<file path="src/rtl/vga_timing.sv">
// ---------------------------------------------------------------------------
// vga_timing
// Free-running VGA raster timing generator. It produces horizontal and
// vertical counters, sync and blanking flags, and line and frame start
// strobes, plus a 16-bit frame counter. Every output is a flop. All flags are
// decoded from the next-state counter values, so every output in a given
// cycle describes the same (hcount, vcount) position.
//
// Ports
//   clk          in   1   pixel clock, rising edge
//   rst          in   1   synchronous active-high reset
//   hcount       out  11  pixel column, 0..HTOTAL-1
//   hsync        out  1   horizontal sync, active-high
//   hblnk        out  1   horizontal blanking
//   vcount       out  11  line number, 0..VTOTAL-1
//   vsync        out  1   vertical sync, active-high
//   vblnk        out  1   vertical blanking
//   line_start   out  1   one-cycle strobe on pixel 0 of each line
//   frame_start  out  1   one-cycle strobe on pixel (0,0) of each frame
//   frame_cnt    out  16  frame counter, wraps 16'hFFFF -> 0
// ---------------------------------------------------------------------------
module vga_timing #(
    parameter int HVIS   = 800,
    parameter int HFP    = 40,
    parameter int HSW    = 128,
    parameter int HTOTAL = 1056,
    parameter int VVIS   = 600,
    parameter int VFP    = 1,
    parameter int VSW    = 4,
    parameter int VTOTAL = 628
) (
    input  logic        clk,
    input  logic        rst,
    output logic [10:0] hcount,
    output logic        hsync,
    output logic        hblnk,
    output logic [10:0] vcount,
    output logic        vsync,
    output logic        vblnk,
    output logic        line_start,
    output logic        frame_start,
    output logic [15:0] frame_cnt
);

    // Reject timings that cannot be represented or have no back porch.
    if ((HVIS + HFP + HSW) >= HTOTAL) begin : g_bad_htiming
        $error("vga_timing: HVIS+HFP+HSW must be less than HTOTAL");
    end
    if ((VVIS + VFP + VSW) >= VTOTAL) begin : g_bad_vtiming
        $error("vga_timing: VVIS+VFP+VSW must be less than VTOTAL");
    end
    if (HTOTAL > 2048) begin : g_bad_htotal
        $error("vga_timing: HTOTAL must not exceed 2048");
    end
    if (VTOTAL > 2048) begin : g_bad_vtotal
        $error("vga_timing: VTOTAL must not exceed 2048");
    end

    localparam logic [10:0] H_LAST       = 11'(HTOTAL - 1);
    localparam logic [10:0] H_BLNK_FIRST = 11'(HVIS);
    localparam logic [10:0] H_SYNC_FIRST = 11'(HVIS + HFP);
    localparam logic [10:0] H_SYNC_LAST  = 11'(HVIS + HFP + HSW - 1);
    localparam logic [10:0] V_LAST       = 11'(VTOTAL - 1);
    localparam logic [10:0] V_BLNK_FIRST = 11'(VVIS);
    localparam logic [10:0] V_SYNC_FIRST = 11'(VVIS + VFP);
    localparam logic [10:0] V_SYNC_LAST  = 11'(VVIS + VFP + VSW - 1);

    logic        h_last;
    logic        v_last;
    logic [10:0] hcount_nxt;
    logic [10:0] vcount_nxt;
    logic        hsync_nxt;
    logic        hblnk_nxt;
    logic        vsync_nxt;
    logic        vblnk_nxt;
    logic        line_start_nxt;
    logic        frame_start_nxt;
    logic [15:0] frame_cnt_nxt;

    // Next-state counters and flag decode (flags use the *_nxt counters so
    // they land in the same cycle as the position they describe).
    always_comb begin
        h_last     = (hcount == H_LAST);
        v_last     = (vcount == V_LAST);

        hcount_nxt = h_last ? 11'd0 : hcount + 11'd1;
        vcount_nxt = vcount;
        if (h_last) begin
            vcount_nxt = v_last ? 11'd0 : vcount + 11'd1;
        end

        // The counters never exceed H_LAST / V_LAST, so blanking only needs
        // the lower bound.
        hblnk_nxt = (hcount_nxt >= H_BLNK_FIRST);
        hsync_nxt = (hcount_nxt >= H_SYNC_FIRST) && (hcount_nxt <= H_SYNC_LAST);
        vblnk_nxt = (vcount_nxt >= V_BLNK_FIRST);
        vsync_nxt = (vcount_nxt >= V_SYNC_FIRST) && (vcount_nxt <= V_SYNC_LAST);

        // Strobes come only from a wrap; the (0,0) shown during reset is not
        // a wrap and therefore carries no strobe.
        line_start_nxt  = h_last;
        frame_start_nxt = h_last && v_last;
        frame_cnt_nxt   = frame_start_nxt ? frame_cnt + 16'd1 : frame_cnt;
    end

    // Output registers.
    always_ff @(posedge clk) begin
        if (rst) begin
            hcount      <= '0;
            vcount      <= '0;
            hsync       <= 1'b0;
            hblnk       <= 1'b0;
            vsync       <= 1'b0;
            vblnk       <= 1'b0;
            line_start  <= 1'b0;
            frame_start <= 1'b0;
            frame_cnt   <= '0;
        end else begin
            hcount      <= hcount_nxt;
            vcount      <= vcount_nxt;
            hsync       <= hsync_nxt;
            hblnk       <= hblnk_nxt;
            vsync       <= vsync_nxt;
            vblnk       <= vblnk_nxt;
            line_start  <= line_start_nxt;
            frame_start <= frame_start_nxt;
            frame_cnt   <= frame_cnt_nxt;
        end
    end

endmodule

</file>
<file path="config.mk">
export PLATFORM = sky130hd
export DESIGN_NAME = vga_timing
export DESIGN_NICKNAME = d
export VERILOG_FILES = /design/src/rtl/vga_timing.sv
export SDC_FILE = /design/constraint.sdc
export NUM_CORES = 1
export LEC_CHECK = 0
export ABC_CLOCK_PERIOD_IN_PS = 3550
export BUFFER_PORTS_ARGS = -buffer_cell sky130_fd_sc_hd__buf_2
export CORE_AREA = 2 2 68 70
export DETAILED_ROUTE_END_ITERATION = 10
export DIE_AREA = 0 0 70 72
export PLACE_DENSITY = 0.77
export SYNTH_ARGS = -nofsm -noshare
export SYNTH_HDL_FRONTEND = slang
export SYNTH_SLANG_ARGS = --single-unit
export TNS_END_PERCENT = 10
</file>
<file path="constraint.sdc">
create_clock -name clk -period 3.55 [get_ports clk]
set_input_delay 0.71 -clock clk [delete_from_list [all_inputs] [get_ports clk]]
set_output_delay 0.71 -clock clk [all_outputs]
set_load 0.02 [all_outputs]
</file>
==> results.txt <==
CP arrival: 2.95 ns
Async set-reset flop share out of synthesis: 0%
Fin Clk Skew: 0.00597 ns
Vias: 1994
Most frequent cells in the layout: 45 x buf_2, 44 x dfxtp_1, 40 x nor2_1, 24 x xnor2_1, 17 x nand2_1
R2R setup slack: 0.76 ns
Worst setup EP type: flip-flop
Worst slew pin tran: 0.600 ns
Synth Area in Adders: 2.20%
Number of global-route vias before repair: 1729
Vias/cell: 5.59
Endpoints failing hold: 0
I/O Pins: 46
DR iter-0 viols: 121
DRC viols: 0
Final period demand of the worst path: 2.79 ns
Post-Layout Cell Count: 357
Simple-Gate Fraction of Synth Area: 33.0%
Clock Power Share: 44.3%
Setup CP Type: flip-flop to flip-flop
Placed Cells: 349
EDFF count, synth: 0
Total power: 0.940 mW
Port Buffers: 45
Hold Buf Count CTS: 0
Clock slew seen by the registers of the worst setup and hold paths: 0.08 ns
CTS H-tree depth: 2
First-pass GRT wire length: 7930 µm
Post-Synth XOR/XNOR Area: 13.1%
Synth-to-layout area growth: 15.2%
Synthesized flop and latch total: 44
Req. time, crit path: 3.72 ns
Worst vdd ir: 0.227 mV
Seq. cell area: 881 µm²
Grt total ovfl: 0
Clock Latency Late Sink: 0.29 ns
Fill cell count: 395
CTS resizes: 0
Combinational power share: 2.4%
Leakage: 1.03 nW
Combinational family with the most area after synthesis: simple AND/OR/NAND/NOR gates
Antenna violations before repair: 0
Hold/Removal Path Class: flip-flop to flip-flop
Commonest non-fill, non-tap cell in the layout: buf_2
Sequential Power Share: 53.3%
Synth Instances: 268
Total core area: 4260 µm²
DRT Wirelength: 4820 µm
Post-CTS setup repair buffer count: 0
DR pass1 iterations: 4
FP Rows: 24
Max-cap viol count: 0
Die footprint: 5040 µm²
Portion of netlist area occupied by mux cells: 0.440%
Worst setup SP type: flip-flop
Final period utilization: 78.5%
# clock sinks: 44
Final setup viols: 0
Register area share after synthesis: 38.7%
Sw Pwr: 0.189 mW
Crit-path max FO: 13
Clock root buffer: clkbuf_8
Slew headroom: 59.9%
Fin nets: 310
CTS tree: built
Unrepaired setup endpoints after global routing: false
Cts bufs inserted: 5
YS warnings: 0
Cell Pwr Density: 358 nW/µm²
Routed Antenna Nets: 0
Wire length per cell after detailed routing: 13.5 µm
Sw Ratio: 20.1%
Antenna Cells: 0
Compound-gate portion of the synthesized area: 7.64%
Synth Cell Area: 2280 µm²
CTS Buffer Depth: 2
Count of final max-slew check failures: 0
Setup TNS: 0 ns
Die Y: 72 µm
Multi-input gate area: 1280 µm²
Tot GR Track Use: 19.2%
Library cells used by synthesis: 44
Largest net degree at the start of global routing: 35
Post-synth top flop: dfxtp_1
Share of post-route cells with drive strength above 1: 22.0%
Internal: 0.751 mW
Status: complete, no violations
Net count after synthesis: 274
Fmax: 359 MHz
Avg Cell Area, Syn: 8.50 µm²
Initial Util: 53.4%
Die Width: 70 µm
Dpl hpwl: 3390 µm
Placer Congestion: 0.857
[registers in the layout, summed over array words and instances, names as in the netlist]
signal	count
hsync	1
hblnk	1
frame_cnt	16
hcount	11
vsync	1
line_start	1
vcount	11
vblnk	1
frame_start	1
[cell usage after synthesis (2+ instances only)]
cell / number / area, µm²
nor4_1: 5 / 31.3
nor4_2: 3 / 37.5
nor4_4: 3 / 63.8
xor2_1: 10 / 87.6
or4_4: 2 / 22.5
nor4bb_1: 2 / 20.0
clkbuf_1: 14 / 52.6
o41ai_1: 2 / 17.5
dfxtp_1: 44 / 881
xnor2_1: 24 / 210
nand2_1: 17 / 63.8
nand3_1: 16 / 80.1
nor2b_1: 2 / 12.5
nor2_1: 40 / 150
buf_6: 2 / 22.5
ha_1: 4 / 50.1
and2_1: 2 / 12.5
nor3_1: 13 / 65.1
nand2b_1: 4 / 25.0
or3b_2: 2 / 17.5
inv_1: 9 / 33.8
and3_1: 2 / 12.5
nand4_1: 12 / 75.1
o21ai_0: 4 / 20.0
a21oi_1: 11 / 55.1
[metal layers]
| layer | GRT usage, % | share of wire (%) | up-vias |
|---|---|---|---|
| li1 | - | - | 1003 |
| met1 | 23.5 | 44 | 917 |
| met2 | 33.7 | 48 | 68 |
| met3 | 4.72 | 6.7 | 6 |
| met4 | 6.20 | 0.85 | 0 |
| met5 | 0 | 0 | - |
[cell families after synthesis]
group | count (synthesis)
and+or+nand+nor | 132
DFF | 44
xor gates and xnor gates | 34
AOI/OAI and AO/OA | 27
buffers and inverters | 26
adders and majority gates | 4
muxes | 1
[final timing paths]
kind	start	end	cells after the start
worst min register to register	frame_cnt[15]$_SDFFE_PP0P_	frame_cnt[15]$_SDFFE_PP0P_	2
worst max-delay path	hcount[5]$_SDFF_PP0_	frame_cnt[9]$_SDFFE_PP0P_	6
worst min-delay path	frame_cnt[15]$_SDFFE_PP0P_	frame_cnt[15]$_SDFFE_PP0P_	2
worst max register to register	hcount[5]$_SDFF_PP0_	frame_cnt[9]$_SDFFE_PP0P_	6
[power by group through the flow]
stage	combinational, mW	clock (mW)	sequential (mW)
2_1_floorplan	0.0149	0	0.514
3_3_place_gp	0.0226	0	0.512
3_5_place_dp	0.0227	0	0.512
5_1_grt	0.0251	0.445	0.501
4_1_cts	0.0228	0.427	0.501
6_report	0.0224	0.417	0.501
[critical path, cell delays in order (launching register included)]
cell and delay (ns):
dfxtp_1 0.40, or4_4 0.59, or3_4 0.46, or4_4 0.62
nor4_1 0.37, xnor2_1 0.16, nor2_1 0.05
[stage by stage]
stage                     instance area [µm²]  utilization (%)  hold WS, ns  setup WS (ns)
after floorplan                          2280                -        0.581          0.886
after global placement                   2500             58.5        0.491          0.821
after detailed placement                 2500             58.5        0.505          0.775
after CTS                                2620             61.5        0.529          0.760
after global routing                     2620             61.5        0.550          0.548
final                                    2620             61.5        0.521          0.763
[final cells by class]
class	count	area share (%)
sequential	44	33.6
timing repair buffer	46	8.87
inverter	9	1.29
multi-input combinational	198	49.0
clock inverter	1	1.15
clock buffer	7	3.67
tap	52	2.48
Note: power is estimated with default switching activity, not from simulation.
